--- src/rtl/apb_uart_rx_fifo_if.sv ---
// APB slave bus bundle for the UART receiver: address/control from the master,
// combinational read data and error back from the slave.
interface apb_uart_rx_fifo_if;
    logic       psel;
    logic [2:0] paddr;
    logic       penable;
    logic       pwrite;
    logic [7:0] pwdata;
    logic [7:0] prdata;
    logic       pslverr;

    modport master (output psel, paddr, penable, pwrite, pwdata, input prdata, pslverr);
    modport slave  (input psel, paddr, penable, pwrite, pwdata, output prdata, pslverr);
endinterface

--- src/rtl/apb_uart_rx_fifo.sv ---
// APB-controlled UART receiver with receive FIFO, optional parity and sticky
// framing/overrun/parity error flags.
module apb_uart_rx_fifo #(
    parameter int unsigned FIFO_DEPTH       = 8,
    parameter int unsigned RESET_BIT_PERIOD = 10,
    parameter int unsigned RESET_DATA_SIZE  = 8
) (
    input  logic                  clk,
    input  logic                  n_rst,
    input  logic                  serial_in,
    apb_uart_rx_fifo_if.slave     apb_s
);
    localparam int unsigned PTR_W  = (FIFO_DEPTH > 1) ? $clog2(FIFO_DEPTH) : 1;
    localparam int unsigned CNT_W  = $clog2(FIFO_DEPTH + 1);
    localparam int unsigned BITP_W = 14;

    typedef enum logic [2:0] {ST_IDLE, ST_START, ST_DATA, ST_PARITY, ST_STOP} rx_state_e;

    rx_state_e          state_q, state_d;
    logic [BITP_W-1:0]  bitp_q, bitp_d, sh_bitp_q, sh_bitp_d, timer_q, timer_d;
    logic [3:0]         dsize_q, dsize_d, sh_dsize_q, sh_dsize_d;
    logic [1:0]         ctrl_q, ctrl_d, sh_ctrl_q, sh_ctrl_d;
    logic [2:0]         err_q, err_d, new_err, bit_idx_q, bit_idx_d;
    logic [7:0]         shift_q, shift_d;
    logic               par_acc_q, par_acc_d, par_bad_q, par_bad_d;
    logic               sync1_q, sync2_q, prev_q;
    logic [7:0]         mem_q [FIFO_DEPTH];
    logic [PTR_W-1:0]   wr_ptr_q, wr_ptr_d, rd_ptr_q, rd_ptr_d;
    logic [CNT_W-1:0]   count_q, count_d;
    logic               bus_err, wr_en, rd_en, pop, err_clr, push, tick, fall, full;

    // APB decode and combinational read mux
    always_comb begin
        bus_err = (apb_s.paddr == 3'd7) ||
                  (apb_s.pwrite && (apb_s.paddr == 3'd0 || apb_s.paddr == 3'd1 || apb_s.paddr == 3'd6));
        wr_en   = apb_s.psel && apb_s.penable && apb_s.pwrite && !bus_err;
        rd_en   = apb_s.psel && apb_s.penable && !apb_s.pwrite && !bus_err;
        pop     = rd_en && (apb_s.paddr == 3'd6) && (count_q != '0);
        err_clr = rd_en && (apb_s.paddr == 3'd1);
        apb_s.pslverr = apb_s.psel && bus_err;
        apb_s.prdata  = 8'h00;
        if (apb_s.psel && !bus_err) begin
            unique case (apb_s.paddr)
                3'd0:    apb_s.prdata = {7'(count_q), count_q != '0};
                3'd1:    apb_s.prdata = {5'b0, err_q};
                3'd2:    apb_s.prdata = bitp_q[7:0];
                3'd3:    apb_s.prdata = {2'b0, bitp_q[13:8]};
                3'd4:    apb_s.prdata = {4'b0, dsize_q};
                3'd5:    apb_s.prdata = {6'b0, ctrl_q};
                3'd6:    apb_s.prdata = (count_q != '0) ? mem_q[rd_ptr_q] : 8'h00;
                default: apb_s.prdata = 8'h00;
            endcase
        end
    end

    // Receiver next state; the frame decision is made on the stop-bit sample
    always_comb begin
        state_d    = state_q;
        timer_d    = (timer_q != '0) ? timer_q - BITP_W'(1) : timer_q;
        bit_idx_d  = bit_idx_q;
        shift_d    = shift_q;
        par_acc_d  = par_acc_q;
        par_bad_d  = par_bad_q;
        sh_bitp_d  = sh_bitp_q;
        sh_dsize_d = sh_dsize_q;
        sh_ctrl_d  = sh_ctrl_q;
        new_err    = 3'b000;
        push       = 1'b0;
        tick       = (timer_q <= BITP_W'(1));
        fall       = prev_q && !sync2_q;
        full       = (count_q == CNT_W'(FIFO_DEPTH)) && !pop;
        unique case (state_q)
            ST_IDLE: if (fall) begin
                sh_bitp_d  = bitp_q;
                sh_dsize_d = dsize_q;
                sh_ctrl_d  = ctrl_q;
                timer_d    = bitp_q >> 1;
                shift_d    = 8'h00;
                par_acc_d  = 1'b0;
                par_bad_d  = 1'b0;
                bit_idx_d  = 3'd0;
                state_d    = ST_START;
            end
            ST_START: if (tick) begin
                if (sync2_q) begin
                    state_d = ST_IDLE;
                end else begin
                    timer_d   = sh_bitp_q;
                    bit_idx_d = 3'd0;
                    state_d   = ST_DATA;
                end
            end
            ST_DATA: if (tick) begin
                shift_d[bit_idx_q] = sync2_q;
                par_acc_d = par_acc_q ^ sync2_q;
                timer_d   = sh_bitp_q;
                if (bit_idx_q == 3'(sh_dsize_q - 4'd1)) begin
                    state_d = sh_ctrl_q[0] ? ST_PARITY : ST_STOP;
                end else begin
                    bit_idx_d = bit_idx_q + 3'd1;
                end
            end
            ST_PARITY: if (tick) begin
                par_bad_d = par_acc_q ^ sync2_q ^ sh_ctrl_q[1];
                timer_d   = sh_bitp_q;
                state_d   = ST_STOP;
            end
            ST_STOP: if (tick) begin
                state_d    = ST_IDLE;
                new_err[0] = !sync2_q;
                new_err[2] = par_bad_q;
                if (sync2_q && !par_bad_q) begin
                    if (full) new_err[1] = 1'b1;
                    else      push       = 1'b1;
                end
            end
            default: state_d = ST_IDLE;
        endcase
    end

    // Config registers, sticky flags and FIFO bookkeeping
    always_comb begin
        bitp_d   = bitp_q;
        dsize_d  = dsize_q;
        ctrl_d   = ctrl_q;
        if (wr_en) begin
            unique case (apb_s.paddr)
                3'd2:    bitp_d[7:0]  = apb_s.pwdata;
                3'd3:    bitp_d[13:8] = apb_s.pwdata[5:0];
                3'd4:    if (apb_s.pwdata[3:0] >= 4'd5 && apb_s.pwdata[3:0] <= 4'd8)
                             dsize_d = apb_s.pwdata[3:0];
                3'd5:    ctrl_d = apb_s.pwdata[1:0];
                default: ;
            endcase
        end
        err_d    = (err_clr ? 3'b000 : err_q) | new_err;
        wr_ptr_d = push ? wr_ptr_q + PTR_W'(1) : wr_ptr_q;
        rd_ptr_d = pop  ? rd_ptr_q + PTR_W'(1) : rd_ptr_q;
        unique case ({push, pop})
            2'b10:   count_d = count_q + CNT_W'(1);
            2'b01:   count_d = count_q - CNT_W'(1);
            default: count_d = count_q;
        endcase
    end

    always_ff @(posedge clk) begin
        if (n_rst) begin
            state_q    <= ST_IDLE;
            bitp_q     <= BITP_W'(RESET_BIT_PERIOD);
            dsize_q    <= 4'(RESET_DATA_SIZE);
            ctrl_q     <= 2'b00;
            err_q      <= 3'b000;
            sh_bitp_q  <= '0;
            sh_dsize_q <= '0;
            sh_ctrl_q  <= '0;
            timer_q    <= '0;
            bit_idx_q  <= '0;
            shift_q    <= '0;
            par_acc_q  <= 1'b0;
            par_bad_q  <= 1'b0;
            sync1_q    <= 1'b1;
            sync2_q    <= 1'b1;
            prev_q     <= 1'b1;
            wr_ptr_q   <= '0;
            rd_ptr_q   <= '0;
            count_q    <= '0;
            for (int i = 0; i < int'(FIFO_DEPTH); i++) mem_q[i] <= 8'h00;
        end else begin
            state_q    <= state_d;
            bitp_q     <= bitp_d;
            dsize_q    <= dsize_d;
            ctrl_q     <= ctrl_d;
            err_q      <= err_d;
            sh_bitp_q  <= sh_bitp_d;
            sh_dsize_q <= sh_dsize_d;
            sh_ctrl_q  <= sh_ctrl_d;
            timer_q    <= timer_d;
            bit_idx_q  <= bit_idx_d;
            shift_q    <= shift_d;
            par_acc_q  <= par_acc_d;
            par_bad_q  <= par_bad_d;
            sync1_q    <= serial_in;
            sync2_q    <= sync1_q;
            prev_q     <= sync2_q;
            wr_ptr_q   <= wr_ptr_d;
            rd_ptr_q   <= rd_ptr_d;
            count_q    <= count_d;
            if (push) mem_q[wr_ptr_q] <= shift_q;
        end
    end
endmodule

--- src/flat_wrapper.sv ---
// flat-port wrapper written by rule: the top's interface ports become plain ports
module apb_uart_rx_fifo_flat 
#(
    parameter int unsigned FIFO_DEPTH       = 8,
    parameter int unsigned RESET_BIT_PERIOD = 10,
    parameter int unsigned RESET_DATA_SIZE  = 8
)
  (clk, n_rst, serial_in, apb_s_psel, apb_s_paddr, apb_s_penable, apb_s_pwrite, apb_s_pwdata, apb_s_prdata, apb_s_pslverr);
  apb_uart_rx_fifo_if apb_s_i ();
  input  logic clk;
  input  logic n_rst;
  input  logic serial_in;
  input wire logic [$bits(apb_s_i.psel)-1:0] apb_s_psel;
  input wire logic [$bits(apb_s_i.paddr)-1:0] apb_s_paddr;
  input wire logic [$bits(apb_s_i.penable)-1:0] apb_s_penable;
  input wire logic [$bits(apb_s_i.pwrite)-1:0] apb_s_pwrite;
  input wire logic [$bits(apb_s_i.pwdata)-1:0] apb_s_pwdata;
  output wire logic [$bits(apb_s_i.prdata)-1:0] apb_s_prdata;
  output wire logic [$bits(apb_s_i.pslverr)-1:0] apb_s_pslverr;
  assign apb_s_i.psel = apb_s_psel;
  assign apb_s_i.paddr = apb_s_paddr;
  assign apb_s_i.penable = apb_s_penable;
  assign apb_s_i.pwrite = apb_s_pwrite;
  assign apb_s_i.pwdata = apb_s_pwdata;
  assign apb_s_prdata = apb_s_i.prdata;
  assign apb_s_pslverr = apb_s_i.pslverr;
  apb_uart_rx_fifo #(.FIFO_DEPTH(FIFO_DEPTH), .RESET_BIT_PERIOD(RESET_BIT_PERIOD), .RESET_DATA_SIZE(RESET_DATA_SIZE)) u_core (.clk(clk), .n_rst(n_rst), .serial_in(serial_in), .apb_s(apb_s_i));
endmodule
--- config.mk ---
export PLATFORM = sky130hd
export DESIGN_NAME = apb_uart_rx_fifo_flat
export DESIGN_NICKNAME = d
export VERILOG_FILES = /design/src/rtl/apb_uart_rx_fifo_if.sv /design/src/rtl/apb_uart_rx_fifo.sv /design/src/flat_wrapper.sv
export SDC_FILE = /design/constraint.sdc
export NUM_CORES = 1
export LEC_CHECK = 0
export BUFFER_PORTS_ARGS = -buffer_cell sky130_fd_sc_hd__buf_2
export CAP_MARGIN = 0
export CORE_ASPECT_RATIO = 0.8
export CORE_MARGIN = 1
export CORE_UTILIZATION = 56
export CTS_CLUSTER_DIAMETER = 100
export DETAILED_ROUTE_END_ITERATION = 8
export GPL_ROUTABILITY_DRIVEN = 0
export PLACE_DENSITY = 0.76
export SYNTH_ARGS = -nofsm -noshare
export SYNTH_HDL_FRONTEND = slang
export SYNTH_SLANG_ARGS = --single-unit
export TNS_END_PERCENT = 10
--- constraint.sdc ---
create_clock -name clk -period 3.9 [get_ports clk]
set_input_delay 0.39 -clock clk [delete_from_list [all_inputs] [get_ports clk]]
set_output_delay 0.39 -clock clk [all_outputs]
set_load 0.02 [all_outputs]
==> results of run 1 <==
[flip-flops by register name (all words and copies together) (netlist names), 3 cells and up, named ones only]
name,count
u_core.sh_dsize_q,3
u_core.bitp_q,14
u_core.state_q,3
u_core.sh_bitp_q,14
u_core.rd_ptr_q,3
u_core.count_q,4
u_core.dsize_q,4
u_core.shift_q,8
u_core.mem_q,64
u_core.timer_q,14
u_core.err_q,3
u_core.bit_idx_q,3
u_core.wr_ptr_q,3
[area by class of cell]
type	instances	area [um^2]	area share
timing repair buffer	36	207.7	0.02532
tap	175	219.0	0.02669
clock inverter	9	63.81	0.007779
clock buffer	23	500.5	0.06101
multi-input combinational	539	3461	0.4219
inverter	18	67.56	0.008237
sequential	152	3684	0.4491
[final timing paths]
check | from | to | slack (ps) | cells after the start
hold reg to reg | u_core.sync1_q | u_core.sync2_q | 410 | 1
setup / recovery | u_core.timer_q[0] | u_core.count_q[2] | 380 | 13
hold / removal | serial_in | u_core.sync1_q | 160 | 2
setup reg to reg | u_core.timer_q[0] | u_core.count_q[2] | 380 | 13
[through the flow]
stage / worst slack, ps / hold WS [ps]
final: 383.9 / 159.5
after global routing: 114.1 / 147.1
after CTS: 400.5 / 145.2
after detailed placement: 407.5 / 399.5
after global placement: 609.5 / 392.9
after floorplan: 807.8 / 389.5
[synth_stat cells (10+ instances only)]
cell type	number	area [um^2]
dfxtp_1	88	1762
nand4_1	10	62.56
inv_1	18	67.56
a21oi_1	55	275.3
nor3_1	13	65.06
clkbuf_1	39	146.4
nand2_1	87	326.6
o21ai_0	23	115.1
mux2_2	15	168.9
a31oi_1	11	68.82
mux2i_1	19	190.2
ha_1	10	125.1
or3_1	10	62.56
edfxtp_1	64	1922
nor2_1	131	491.7
mux4_2	18	405.4
[logic make-up (layout without fill, tap and decap cells)]
family,Yosys count,after routing,synth area share
xor gates and xnor gates,13,13,0.01744
muxes,52,52,0.1034
DFF,152,152,0.4984
and+or+nand+nor,310,310,0.1945
buffers and inverters,66,86,0.03504
AOI/OAI and AO/OA,154,154,0.1342
adders and majority gates,10,10,0.01693
[per-layer routing]
| metal | up-vias | part of all wire | global-route usage | wire length, um |
|---|---|---|---|---|
| li1 | 2764 | - | - | - |
| met4 | 0 | 0.015 | 0.09360 | 272 |
| met2 | 256 | 0.43 | 0.3951 | 7785 |
| met3 | 26 | 0.073 | 0.05325 | 1317 |
| met1 | 2863 | 0.48 | 0.4210 | 8642 |
| met5 | - | 0 | 0 | 0 |
[report_power, final]
part	switching (W)	internal (W)
clock network	0.000629	0.000906
registers	0.0000897	0.00174
logic	0.000567	0.000345
total	0.00129	0.00299
[critical path, delay by kind of cell (launching register included)]
family	cells	cell delay, ps
XOR/XNOR	2	280
flip-flops	1	350
buffers and inverters	2	210
AND/OR/NAND/NOR	3	1270
adder cells (fa/ha/maj)	3	750
AO/OA/AOI/OAI	3	600
==> impl_metrics.tcl, run 1 <==
set metrics [dict create \
    worst_slew_pin_slew_ps 886.9 \
    die_area_um2 13660 \
    syn-num-nets 784 \
    postCtsSetupBuffers 0 \
    worst_ep_arrival_time_ps 3870 \
    path_class "reg2reg" \
    design_area_um2 8203 \
    drt_first_pass_iters 8 \
    critPathCaptureType "register" \
    port_buffers 25 \
    synth_cell_types 62 \
    syn_inst 757 \
    grt_pass1_vias 5419 \
    fmax_mhz 284.4 \
    drv_cap 0 \
    hold_viol 0 \
    hold_path_class "in2reg" \
    cts_resized 0 \
    async_reset_ff_frac 0 \
    cts_sinks 152 \
    antenna_found_initial 0 \
    htree_num_levels 4 \
    layout_commonest_cell "nor2_1" \
    fin_crit_sh 0.9016 \
    diodes 0 \
    die_height_um 104.8 \
    nFillCells 998 \
    clk-insertion-delay-late_ps 420 \
    cts_buffers 17 \
    synth_area_um2 7391 \
    timing.critical_path.cells "inv_1 -> ha_1 -> o211ai_1 -> nor4_4 -> and2_1 -> inv_1 -> ha_1 -> xor2_1 -> ha_1 -> a21oi_1 -> xor2_1 -> or3_1 -> a21oi_1" \
    grt_start_max_net_pins 55 \
    required_ps 4250 \
    final_nets 791 \
    power.leakage_nw 2.869 \
    clock_path_buffers 2 \
    postRouteWirelength_um 18020 \
    irDropWorstVdd_uv 335.2 \
    root_buffer "clkbuf_16" \
    viasPerCell 6.207 \
    final-max-slew-violation-count 0 \
    worstPathMaxFanout 11 \
    grt_pass1_wl_um 28440 \
    finClkSkew_ps 10.26 \
    drtIter0Drc 675 \
    overflow 0 \
    seq_area_frac_synth 0.4984 \
    dp_cells 920 \
    mostFrequentLayoutCells "nor2_1, dfxtp_1, nand2_1" \
    critPathSlowestCell "nor4_4" \
    fin_util 0.6374 \
    status "completed" \
    ant_nets 0 \
    fin_tns_setup_ps 0 \
    synth_flop_cell "dfxtp_1" \
    vias 5909 \
    rsz0062_at_grt "false" \
    max_stage_delay_ps 540 \
    drive_gt1_frac 0.1506 \
    cts_hold_buf 0 \
    relSlewSlack 0.4087 \
    postPlaceCellArea_um2 7639 \
    dp_hpwl_um 12590 \
    syn_area_per_cell_um2 9.763 \
    start_util 0.5743 \
    grtUsageTotal 0.2775 \
    synth_edf_count 64 \
    power_w 0.004280 \
    cpMostUsedCell "ha_1" \
    drt-wirelength-per-cell_um 18.93 \
    cts_tree "built" \
    drcViolationCount 0 \
    yosysWarningCount 0 \
    io_pins 26 \
    fin_crit_ps 3516 \
    core_um2 12870 \
    powerDensity_nw_per_um2 521.8 \
    setup_violations 0 \
    synth.ff_latch_count 152 \
    clkTransAtPathRegs_ps 60 \
    rows 37 \
    die_w_um 130.4 \
    critPathLaunchType "register" \
    instances_no_fill 952 \
    area_growth_syn_to_layout_pct 10.99 \
]
No activity file was read; power rests on OpenSTA's default activity.
==> inputs of run 2 (changes only) <==
clock period = 4.2 ns   (was 3.9 ns; I/O delays follow)
==> run 2 against run 1 <==
Flip-flop and latch count stayed put. Clock skew decreased by 2.5 ps. Design area down 0.56%. Total power shrank 6.2%. Clock power down 6%. Largest cell class unchanged. Sequential share of layout area grew 0.25 points. Maximum frequency fell by 2.6%. Die area unchanged. Critical path depth stayed put.
==> impl_metrics.tcl, run 2 (synthesis results as in run 1) <==
set metrics [dict create \
    status "completed" \
    die_height_um 104.8 \
    power_w 0.004013 \
    drv_cap 0 \
    path_class "reg2reg" \
    power.leakage_nw 2.844 \
    core_um2 12870 \
    die_area_um2 13660 \
    powerDensity_nw_per_um2 492.0 \
    grt_pass1_wl_um 28260 \
    clock_path_buffers 2 \
    grtUsageTotal 0.2773 \
    drcViolationCount 0 \
    relSlewSlack 0.3676 \
    cts_resized 0 \
    rsz0062_at_grt "false" \
    grt_pass1_vias 5381 \
    postRouteWirelength_um 17900 \
    setup_violations 0 \
    regMostFlops "u_core.mem_q" \
    critPathLaunchType "register" \
    postCtsSetupBuffers 0 \
    grt_start_max_net_pins 52 \
    drive_gt1_frac 0.1455 \
    rows 37 \
    cts_hold_buf 0 \
    critPathSlowestCell "nor4_4" \
    hold_viol 0 \
    cp.depth 13 \
    cts_tree "built" \
    drt_first_pass_iters 5 \
    dp_hpwl_um 12320 \
    cpMostUsedCell "ha_1" \
    worst_slew_pin_slew_ps 943.7 \
    reg2reg_depth 13 \
    required_ps 4550 \
    irDropWorstVdd_uv 310.3 \
    htree_num_levels 4 \
    timing.critical_path.cells "inv_1 -> ha_1 -> o211ai_1 -> nor4_4 -> and2_1 -> inv_1 -> ha_1 -> xor2_1 -> ha_1 -> a21oi_1 -> xor2_1 -> or3_1 -> a21oi_1" \
    port_buffers 25 \
    worst_ep_arrival_time_ps 3960 \
    overflow 0 \
    mostFrequentLayoutCells "nor2_1, dfxtp_1, nand2_1" \
    drt-wirelength-per-cell_um 18.94 \
    clkTransAtPathRegs_ps 60 \
    antenna_found_initial 0 \
    layout_commonest_cell "nor2_1" \
    whs_ps 171.3 \
    fin_crit_sh 0.8598 \
    path_buf_inv 2 \
    final_nets 785 \
    clk-insertion-delay-late_ps 430 \
    fin_crit_ps 3611 \
    io_pins 26 \
    worstPathMaxFanout 11 \
    area_growth_syn_to_layout_pct 10.36 \
    register_area_um2 3684 \
    cts_buffers 17 \
    critPathCaptureType "register" \
    ant_nets 0 \
    cp_top_family "simple AND/OR/NAND/NOR gates" \
    root_buffer "clkbuf_16" \
    largest_reg_flops 64 \
    cts_sinks 152 \
    viasPerCell 6.225 \
    fmax_mhz 276.9 \
    fin_tns_setup_ps 0 \
    max_stage_delay_ps 580 \
    final-max-slew-violation-count 0 \
    diodes 0 \
    multi_input_area_um2 3461 \
    vias 5883 \
    hold_path_class "in2reg" \
    min_path_cells 2 \
    finClkSkew_ps 7.765 \
    die_w_um 130.4 \
    drtIter0Drc 825 \
    nFillCells 1015 \
    start_util 0.5743 \
]
==> run 2: final cells by class <==
cell class,instances,area share
clock buffers,23,0.06013
clock inverters,8,0.008897
inverters,18,0.008283
multi-input cells,539,0.4243
flip-flops and latches,152,0.4516
well taps,175,0.02684
repair buffers,30,0.01994
==> run 2: stage by stage <==
step | std cells | area [um^2] | util | setup WS, ps
floorplan | 757 | 7391 | - | 1082
global placement | 914 | 7594 | 0.5900 | 878.8
detailed placement | 914 | 7594 | 0.5900 | 676.6
CTS | 945 | 8157 | 0.6338 | 671.0
global route | 945 | 8157 | 0.6338 | 414.3
finish | 945 | 8157 | 0.6338 | 588.9
==> run 2: layer usage <==
| metal | routed length, um | up-vias | GRT usage |
|---|---|---|---|
| li1 | - | 2746 | - |
| met1 | 8137 | 2837 | 0.4007 |
| met2 | 8121 | 275 | 0.4164 |
| met3 | 1465 | 25 | 0.07476 |
| met4 | 170 | 0 | 0.05993 |
| met5 | 0 | - | 0 |
==> run 2: worst paths after layout <==
check	start	endpoint	slack [ps]
hold / removal	serial_in	u_core.sync1_q	170
hold reg to reg	u_core.sync1_q	u_core.sync2_q	410
setup reg to reg	u_core.timer_q[0]	u_core.count_q[2]	590
setup / recovery	u_core.timer_q[0]	u_core.count_q[2]	590
==> run 2: where the power goes <==
part / leakage, nW / internal [W] / switching (W) / total (W)
clock network: 0.273 / 0.000875 / 0.000579 / 0.00145
registers: 1.37 / 0.00162 / 0.0000871 / 0.00171
logic: 1.20 / 0.000318 / 0.000536 / 0.000854
total: 2.84 / 0.00281 / 0.00120 / 0.00401
